**config.mk**
```make
export PLATFORM = sky130hd
export DESIGN_NAME = talco_tile_scheduler
export DESIGN_NICKNAME = d
export VERILOG_FILES = /design/src/rtl/talco_tile_scheduler.sv
export SDC_FILE = /design/constraint.sdc
export NUM_CORES = 1
export LEC_CHECK = 0
export CORE_MARGIN = 10
export CORE_UTILIZATION = 25
export DETAILED_ROUTE_END_ITERATION = 8
export GPL_TIMING_DRIVEN = 0
export PLACE_DENSITY = 0.49
export SETUP_SLACK_MARGIN = 0.02
export SYNTH_ARGS = -nofsm -noshare
export SYNTH_HDL_FRONTEND = slang
export SYNTH_SLANG_ARGS = --single-unit
```
**constraint.sdc**
```tcl
create_clock -name clk -period 10.95 [get_ports clk]
set_clock_uncertainty 0.2 [all_clocks]
set_input_delay 1.6425 -clock clk [delete_from_list [all_inputs] [get_ports clk]]
set_output_delay 1.6425 -clock clk [all_outputs]
set_load 0.02 [all_outputs]
```
**src/rtl/talco_tile_scheduler.sv**
```systemverilog
// Tile sequencer for the TALCO X-Drop kernel: fetches each tile's ref/query words,
// loads the kernel BRAMs, runs the kernel and advances the tile origin.
// Optional perf counters are enabled by defining TALCO_SCHED_PERF_EN.
module talco_tile_scheduler #(
  parameter int REF_LEN_WIDTH     = 16,
  parameter int QUERY_LEN_WIDTH   = 16,
  parameter int MAX_TILE_SIZE     = 512,
  parameter int LOG_MAX_TILE_SIZE = 9,
  parameter int TILE_WORDS        = 128
) (
  input  logic                         clk,
  input  logic                         rst,
  input  logic                         job_valid,
  output logic                         job_ready,
  input  logic [REF_LEN_WIDTH-1:0]     job_ref_len,
  input  logic [QUERY_LEN_WIDTH-1:0]   job_query_len,
  output logic                         mem_req_valid,
  input  logic                         mem_req_ready,
  output logic                         mem_req_sel,
  output logic [15:0]                  mem_req_addr,
  input  logic                         mem_rsp_valid,
  input  logic [31:0]                  mem_rsp_data,
  output logic                         ref_wr_en,
  output logic [LOG_MAX_TILE_SIZE-3:0] ref_addr_in,
  output logic [31:0]                  ref_bram_data_in,
  output logic                         query_wr_en,
  output logic [LOG_MAX_TILE_SIZE-3:0] query_addr_in,
  output logic [31:0]                  query_bram_data_in,
  output logic                         start,
  output logic [1:0]                   init_state,
  output logic [1:0]                   ref_start_offset,
  output logic [1:0]                   query_start_offset,
  input  logic                         stop,
  input  logic                         last_tile,
  input  logic [REF_LEN_WIDTH-1:0]     ref_next_tile_addr,
  input  logic [QUERY_LEN_WIDTH-1:0]   query_next_tile_addr,
  input  logic [1:0]                   next_tile_init_state,
  output logic                         done,
  output logic                         error,
  output logic [15:0]                  tile_count
`ifdef TALCO_SCHED_PERF_EN
  ,
  output logic [31:0]                  perf_load_cycles,
  output logic [31:0]                  perf_run_cycles
`endif
);

  // Words per tile can never exceed the kernel BRAM depth.
  localparam int WORDS_CAP = (TILE_WORDS < MAX_TILE_SIZE / 4) ? TILE_WORDS : MAX_TILE_SIZE / 4;
  localparam int ADDR_W    = LOG_MAX_TILE_SIZE - 2;
  localparam int CNT_W     = $clog2(WORDS_CAP + 1);

  localparam logic [REF_LEN_WIDTH-1:0]   R_ONE = REF_LEN_WIDTH'(1);
  localparam logic [QUERY_LEN_WIDTH-1:0] Q_ONE = QUERY_LEN_WIDTH'(1);
  localparam logic [REF_LEN_WIDTH-1:0]   R_CAP = REF_LEN_WIDTH'(WORDS_CAP);
  localparam logic [QUERY_LEN_WIDTH-1:0] Q_CAP = QUERY_LEN_WIDTH'(WORDS_CAP);

  typedef enum logic [2:0] {
    S_IDLE, S_LOAD_REF, S_LOAD_QRY, S_START, S_RUN, S_ADVANCE, S_DONE
  } state_e;

  state_e state_q, state_d;

  logic [REF_LEN_WIDTH-1:0]   ref_len_q, ref_pos_q, ref_adv_q;
  logic [QUERY_LEN_WIDTH-1:0] qry_len_q, qry_pos_q, qry_adv_q;
  logic [1:0]                 init_state_q, nxt_init_q;
  logic [15:0]                tile_count_q;
  logic                       error_q;
  logic [CNT_W-1:0]           req_cnt_q, rsp_cnt_q;

  logic [REF_LEN_WIDTH-1:0]   ref_span;
  logic [QUERY_LEN_WIDTH-1:0] qry_span;
  logic [CNT_W-1:0]           ref_words, qry_words, cur_words;
  logic [REF_LEN_WIDTH:0]     ref_sum;
  logic [QUERY_LEN_WIDTH:0]   qry_sum;
  logic                       ref_past, qry_past, no_progress;
  logic                       req_fire, rsp_take, in_load, job_accept;

  // Words still to fetch from the tile origin to the last word of the sequence, capped.
  assign ref_span  = ((ref_len_q - R_ONE) >> 2) - (ref_pos_q >> 2) + R_ONE;
  assign qry_span  = ((qry_len_q - Q_ONE) >> 2) - (qry_pos_q >> 2) + Q_ONE;
  assign ref_words = (ref_span > R_CAP) ? CNT_W'(WORDS_CAP) : ref_span[CNT_W-1:0];
  assign qry_words = (qry_span > Q_CAP) ? CNT_W'(WORDS_CAP) : qry_span[CNT_W-1:0];
  assign cur_words = (state_q == S_LOAD_QRY) ? qry_words : ref_words;
  assign in_load   = (state_q == S_LOAD_REF) || (state_q == S_LOAD_QRY);
  assign job_accept = (state_q == S_IDLE) && job_valid;

  // Extra carry bit so an overflowing advance still compares as past the end.
  assign ref_sum     = {1'b0, ref_pos_q} + {1'b0, ref_adv_q};
  assign qry_sum     = {1'b0, qry_pos_q} + {1'b0, qry_adv_q};
  assign ref_past    = ref_sum >= {1'b0, ref_len_q};
  assign qry_past    = qry_sum >= {1'b0, qry_len_q};
  assign no_progress = (ref_adv_q == '0) && (qry_adv_q == '0);

  always_ff @(posedge clk) begin
    // NOTE: sequential state uses non-blocking assignments so every register samples pre-edge values.
    if (rst) state_q <= S_IDLE;
    else     state_q <= state_d;
  end

  always_comb begin
    // NOTE: every output gets a default first so no path through the case infers a latch.
    state_d            = state_q;
    job_ready          = 1'b0;
    mem_req_valid      = 1'b0;
    mem_req_sel        = 1'b0;
    mem_req_addr       = '0;
    ref_wr_en          = 1'b0;
    ref_addr_in        = '0;
    ref_bram_data_in   = '0;
    query_wr_en        = 1'b0;
    query_addr_in      = '0;
    query_bram_data_in = '0;
    start              = 1'b0;
    done               = 1'b0;
    req_fire           = 1'b0;
    rsp_take           = 1'b0;
    unique case (state_q)
      S_IDLE: begin
        job_ready = 1'b1;
        if (job_valid) state_d = S_LOAD_REF;
      end
      S_LOAD_REF, S_LOAD_QRY: begin
        mem_req_sel   = (state_q == S_LOAD_QRY);
        mem_req_valid = (req_cnt_q < cur_words);
        if (mem_req_valid) begin
          mem_req_addr = (mem_req_sel ? 16'(qry_pos_q >> 2) : 16'(ref_pos_q >> 2)) + 16'(req_cnt_q);
        end
        req_fire = mem_req_valid && mem_req_ready;
        rsp_take = mem_rsp_valid && (rsp_cnt_q < cur_words);
        if (rsp_take) begin
          if (state_q == S_LOAD_REF) begin
            ref_wr_en        = 1'b1;
            ref_addr_in      = rsp_cnt_q[ADDR_W-1:0];
            ref_bram_data_in = mem_rsp_data;
          end else begin
            query_wr_en        = 1'b1;
            query_addr_in      = rsp_cnt_q[ADDR_W-1:0];
            query_bram_data_in = mem_rsp_data;
          end
          if (rsp_cnt_q == cur_words - CNT_W'(1)) begin
            state_d = (state_q == S_LOAD_REF) ? S_LOAD_QRY : S_START;
          end
        end
      end
      S_START: begin
        start   = 1'b1;
        state_d = S_RUN;
      end
      S_RUN: begin
        if (stop) state_d = last_tile ? S_DONE : S_ADVANCE;
      end
      S_ADVANCE: begin
        if (no_progress || ref_past || qry_past) state_d = S_DONE;
        else                                      state_d = S_LOAD_REF;
      end
      S_DONE: begin
        done    = 1'b1;
        state_d = S_IDLE;
      end
      default: state_d = S_IDLE;
    endcase
  end

  always_ff @(posedge clk) begin
    if (rst) begin
      ref_len_q    <= '0;
      qry_len_q    <= '0;
      ref_pos_q    <= '0;
      qry_pos_q    <= '0;
      ref_adv_q    <= '0;
      qry_adv_q    <= '0;
      init_state_q <= '0;
      nxt_init_q   <= '0;
      tile_count_q <= '0;
      error_q      <= 1'b0;
      req_cnt_q    <= '0;
      rsp_cnt_q    <= '0;
    end else begin
      if (job_accept) begin
        ref_len_q    <= job_ref_len;
        qry_len_q    <= job_query_len;
        ref_pos_q    <= '0;
        qry_pos_q    <= '0;
        init_state_q <= '0;
        tile_count_q <= '0;
        error_q      <= 1'b0;
      end
      // Request and response counters restart on every state change.
      if (state_d != state_q) begin
        req_cnt_q <= '0;
        rsp_cnt_q <= '0;
      end else begin
        if (req_fire) req_cnt_q <= req_cnt_q + CNT_W'(1);
        if (rsp_take) rsp_cnt_q <= rsp_cnt_q + CNT_W'(1);
      end
      if (start && (tile_count_q != '1)) tile_count_q <= tile_count_q + 16'd1;
      // Kernel advance info is only valid alongside stop, so capture it there.
      if ((state_q == S_RUN) && stop) begin
        ref_adv_q  <= ref_next_tile_addr;
        qry_adv_q  <= query_next_tile_addr;
        nxt_init_q <= next_tile_init_state;
      end
      if (state_q == S_ADVANCE) begin
        if (no_progress) begin
          error_q <= 1'b1;
        end else begin
          ref_pos_q    <= ref_sum[REF_LEN_WIDTH-1:0];
          qry_pos_q    <= qry_sum[QUERY_LEN_WIDTH-1:0];
          init_state_q <= nxt_init_q;
        end
      end
    end
  end

  assign init_state         = init_state_q;
  assign ref_start_offset   = ref_pos_q[1:0];
  assign query_start_offset = qry_pos_q[1:0];
  assign tile_count         = tile_count_q;
  assign error              = error_q;

`ifdef TALCO_SCHED_PERF_EN
  logic [31:0] perf_load_q, perf_run_q;

  always_ff @(posedge clk) begin
    if (rst || job_accept) begin
      perf_load_q <= '0;
      perf_run_q  <= '0;
    end else begin
      if (in_load && (perf_load_q != '1))            perf_load_q <= perf_load_q + 32'd1;
      if ((state_q == S_RUN) && (perf_run_q != '1)) perf_run_q  <= perf_run_q + 32'd1;
    end
  end

  assign perf_load_cycles = perf_load_q;
  assign perf_run_cycles  = perf_run_q;
`else
  logic unused_in_load;
  assign unused_in_load = in_load;
`endif

endmodule

```
==> flow_metrics.tcl <==
set metrics [dict create \
    switching_share_pct 37.9 \
    fin_ws_ps 694 \
    holdPathStages 2 \
    cts.htree.levels 4 \
    ioPinCount 229 \
    ys_seq_elements 136 \
    grt_pass1_vias 12278 \
    synth.avg_cell_area_um2 7.48 \
    die_h_um 241 \
    cp_max_fo 10 \
    dp_hpwl_mm 37.7 \
    seqPwrFrac_pct 27.2 \
    critical_path_arrival_ps 8410 \
    max-vdd-ir-drop_uv 81.0 \
    grt_overflow 0 \
    finalCritPeriodShare_pct 93.7 \
    ctsResizeCount 1 \
    ant_nets 0 \
    critPathMaxStageDelay_ps 650 \
    track_usage_pct 15.3 \
    grt_pass1_wl_mm 69.6 \
    fin_util_pct 33.1 \
    fin_total_pwr_uw 1880 \
    synthMostInstantiatedCell "nand2_1" \
    synth_ff_type "dfxtp_1" \
    power.switching_uw 713 \
    yosysTopAreaCellShare_pct 22.3 \
    synth_area_leaders "dfxtp_1 (22%), ha_1 (13%), nand2_1 (7.4%)" \
    criticalPathCategory "reg -> out" \
    timing.fmax_ghz 0.0975 \
    port_buffers 227 \
    clockBufferDepth 2 \
    hp-class "reg -> reg" \
    p_int_uw 1170 \
    final_hold_viol_count 0 \
    start_util_pct 25.4 \
    routabilityCongestion 0.926 \
    holdBufCountCts 0 \
    syn_nets 1863 \
    cts_buffers 17 \
    outcome "finished, final reports clean" \
    cp_slowest_cell "clkdlybuf4s50_1" \
    r2r_cells 32 \
    setup_viol 0 \
    yosysTopAreaCell "dfxtp_1" \
    slew_viol_final 0 \
    worst_setup_path_end_kind "output port" \
    path_clk_slew_ps 70 \
    wl_mm 45.6 \
    synthCells 1630 \
    drc_errors 0 \
    fillCellCount 5141 \
    critPathMostFrequentCell "o21a_1" \
    p_per_area_nw_per_um2 118 \
    rsz0062_at_grt "no" \
    dieWidth_um 241 \
    wire_per_inst_um 18.2 \
    critical_path_required_ps 9110 \
    post-place-ws_ps 311 \
    drt-initial-drc-count 673 \
    synthTopCellsByCount "nand2_1 (239), a21oi_1 (171), dfxtp_1 (136), ha_1 (123), inv_1 (95)" \
    pwr-share-comb_pct 40.2 \
    placedCellCount 2472 \
    period_needed_ps 10260 \
    area_delta_synth_final_pct 30.4 \
    post_cts_buffers 0 \
    max-slew-margin-rel_pct 12.9 \
    cts_tree "done" \
    drv_cap 0 \
    synth_area_um2 12200 \
    num_rows 80 \
    yosys_warnings 0 \
    clock_tree.root_cell "clkbuf_16" \
    grt_max_degree 17 \
    clkLatencyLatePin_ps 450 \
    fin_tns_setup_ps 0 \
    floorplan.die_area_um2 58000 \
    clock-sinks 136 \
    synth_edf_count 0 \
    leakagePower_uw 0.00596 \
    drive_gt1_share_pct 5.67 \
    cp-start-kind "flip-flop" \
    p_clk_share_pct 32.6 \
    viasPerCell 4.96 \
    dr.pass1.iters 6 \
    synth_cell_type_count 105 \
    final_nets 2108 \
    core_region_area_um2 47900 \
    antenna_found_initial 2 \
    fin_cells 2503 \
    seq_area_frac_synth_pct 22.3 \
    routed-via-count 12414 \
    tightest_slew_ps 1300 \
    n_antenna_cell 0 \
    synthArstFlopShare_pct 0 \
]
power by group through the flow:
stage | Clock [uW] | Sequential, uW | Combinational [uW]
2_1_floorplan | 0 | 520 | 541
3_5_place_dp | 0 | 523 | 740
5_1_grt | 649 | 513 | 833
6_report | 615 | 512 | 756
3_3_place_gp | 0 | 523 | 733
4_1_cts | 627 | 512 | 745
cell usage in the layout, fill, tap and decap left out, types with 16 or more instances in the layout:
| master | Yosys | routed |
|---|---|---|
| nand2_1 | 239 | 239 |
| clkdlybuf4s50_1 | 0 | 227 |
| a21oi_1 | 171 | 171 |
| dfxtp_1 | 136 | 136 |
| ha_1 | 123 | 123 |
| inv_1 | 95 | 95 |
| and2_1 | 89 | 89 |
| nor2_1 | 79 | 79 |
| xnor2_1 | 79 | 79 |
| nand3_1 | 66 | 66 |
| o21ai_0 | 58 | 58 |
| clkbuf_1 | 58 | 56 |
| nor3_1 | 41 | 38 |
| a21o_1 | 32 | 32 |
| nand4_1 | 26 | 26 |
| xor2_1 | 24 | 24 |
| nand2b_1 | 22 | 22 |
| nor4_1 | 23 | 22 |
| o21a_1 | 21 | 21 |
| o21bai_1 | 18 | 18 |
| clkbuf_16 | 0 | 17 |
| nor2b_1 | 16 | 16 |
| and3_1 | 16 | 16 |
critical path: cells and delay by family (launching register included):
family | cells | cell delay [ps]
compound gates | 11 | 2880
xor+xnor | 1 | 170
fa+ha+maj | 2 | 560
buf+inv | 3 | 1270
flops | 1 | 340
mux | 1 | 220
simple gates | 11 | 2550
layer usage:
metal	GRT usage (%)	vias up	routed length, um
li1	-	6242	-
met1	19.3	5784	21300
met2	25.4	338	20400
met3	3.65	46	3090
met4	4.27	4	855
met5	0	-	27
flip-flops by register name, indices dropped and copies added, names as in the netlist:
| register | flops |
|---|---|
| req_cnt_q | 8 |
| ref_adv_q | 16 |
| init_state | 2 |
| qry_pos_q | 16 |
| rsp_cnt_q | 8 |
| state_q | 3 |
| nxt_init_q | 2 |
| qry_adv_q | 16 |
| ref_pos_q | 16 |
| ref_len_q | 16 |
| tile_count | 16 |
| qry_len_q | 16 |
| error | 1 |
area by class of cell:
| class | count | area, um2 | share of cell area, % |
|---|---|---|---|
| Multi-Input combinational cell | 1321 | 8820 | 55.5 |
| Sequential cell | 136 | 2720 | 17.1 |
| Clock inverter | 13 | 170 | 1.07 |
| Clock buffer | 19 | 433 | 2.72 |
| Buffer | 76 | 342 | 2.15 |
| Inverter | 96 | 360 | 2.27 |
| Tap cell | 615 | 769 | 4.84 |
| Timing Repair Buffer | 227 | 2270 | 14.3 |
metrics by stage:
| step | instance area, um2 | hold slack [ps] |
|---|---|---|
| final | 15900 | 254 |
| after global routing | 15900 | 287 |
| after CTS | 15800 | 256 |
| after detailed placement | 15200 | 246 |
| after global placement | 15200 | 241 |
| after floorplan | 12200 | 232 |
logic make-up (layout without fill, tap and decap cells):
logic type | Yosys count | in the layout | synth area share, %
other | 1 | 1 | 0.0308
and+or+nand+nor | 676 | 676 | 28.2
AOI/OAI and AO/OA | 402 | 402 | 21.7
buffers and inverters | 173 | 431 | 5.76
xor gates and xnor gates | 106 | 106 | 7.80
DFF | 136 | 136 | 22.3
muxes | 8 | 8 | 0.688
adders and majority gates | 128 | 128 | 13.4
final timing paths:
| path | to | slack (ps) | start |
|---|---|---|---|
| hold reg to reg | ref_len_q[13] | 250 | ref_len_q[13] |
| hold / removal | ref_len_q[13] | 250 | ref_len_q[13] |
| setup / recovery | query_bram_data_in[16] | 690 | ref_len_q[0] |
| setup reg to reg | req_cnt_q[6] | 2610 | ref_len_q[0] |
No activity file was read; power rests on OpenSTA's default activity.
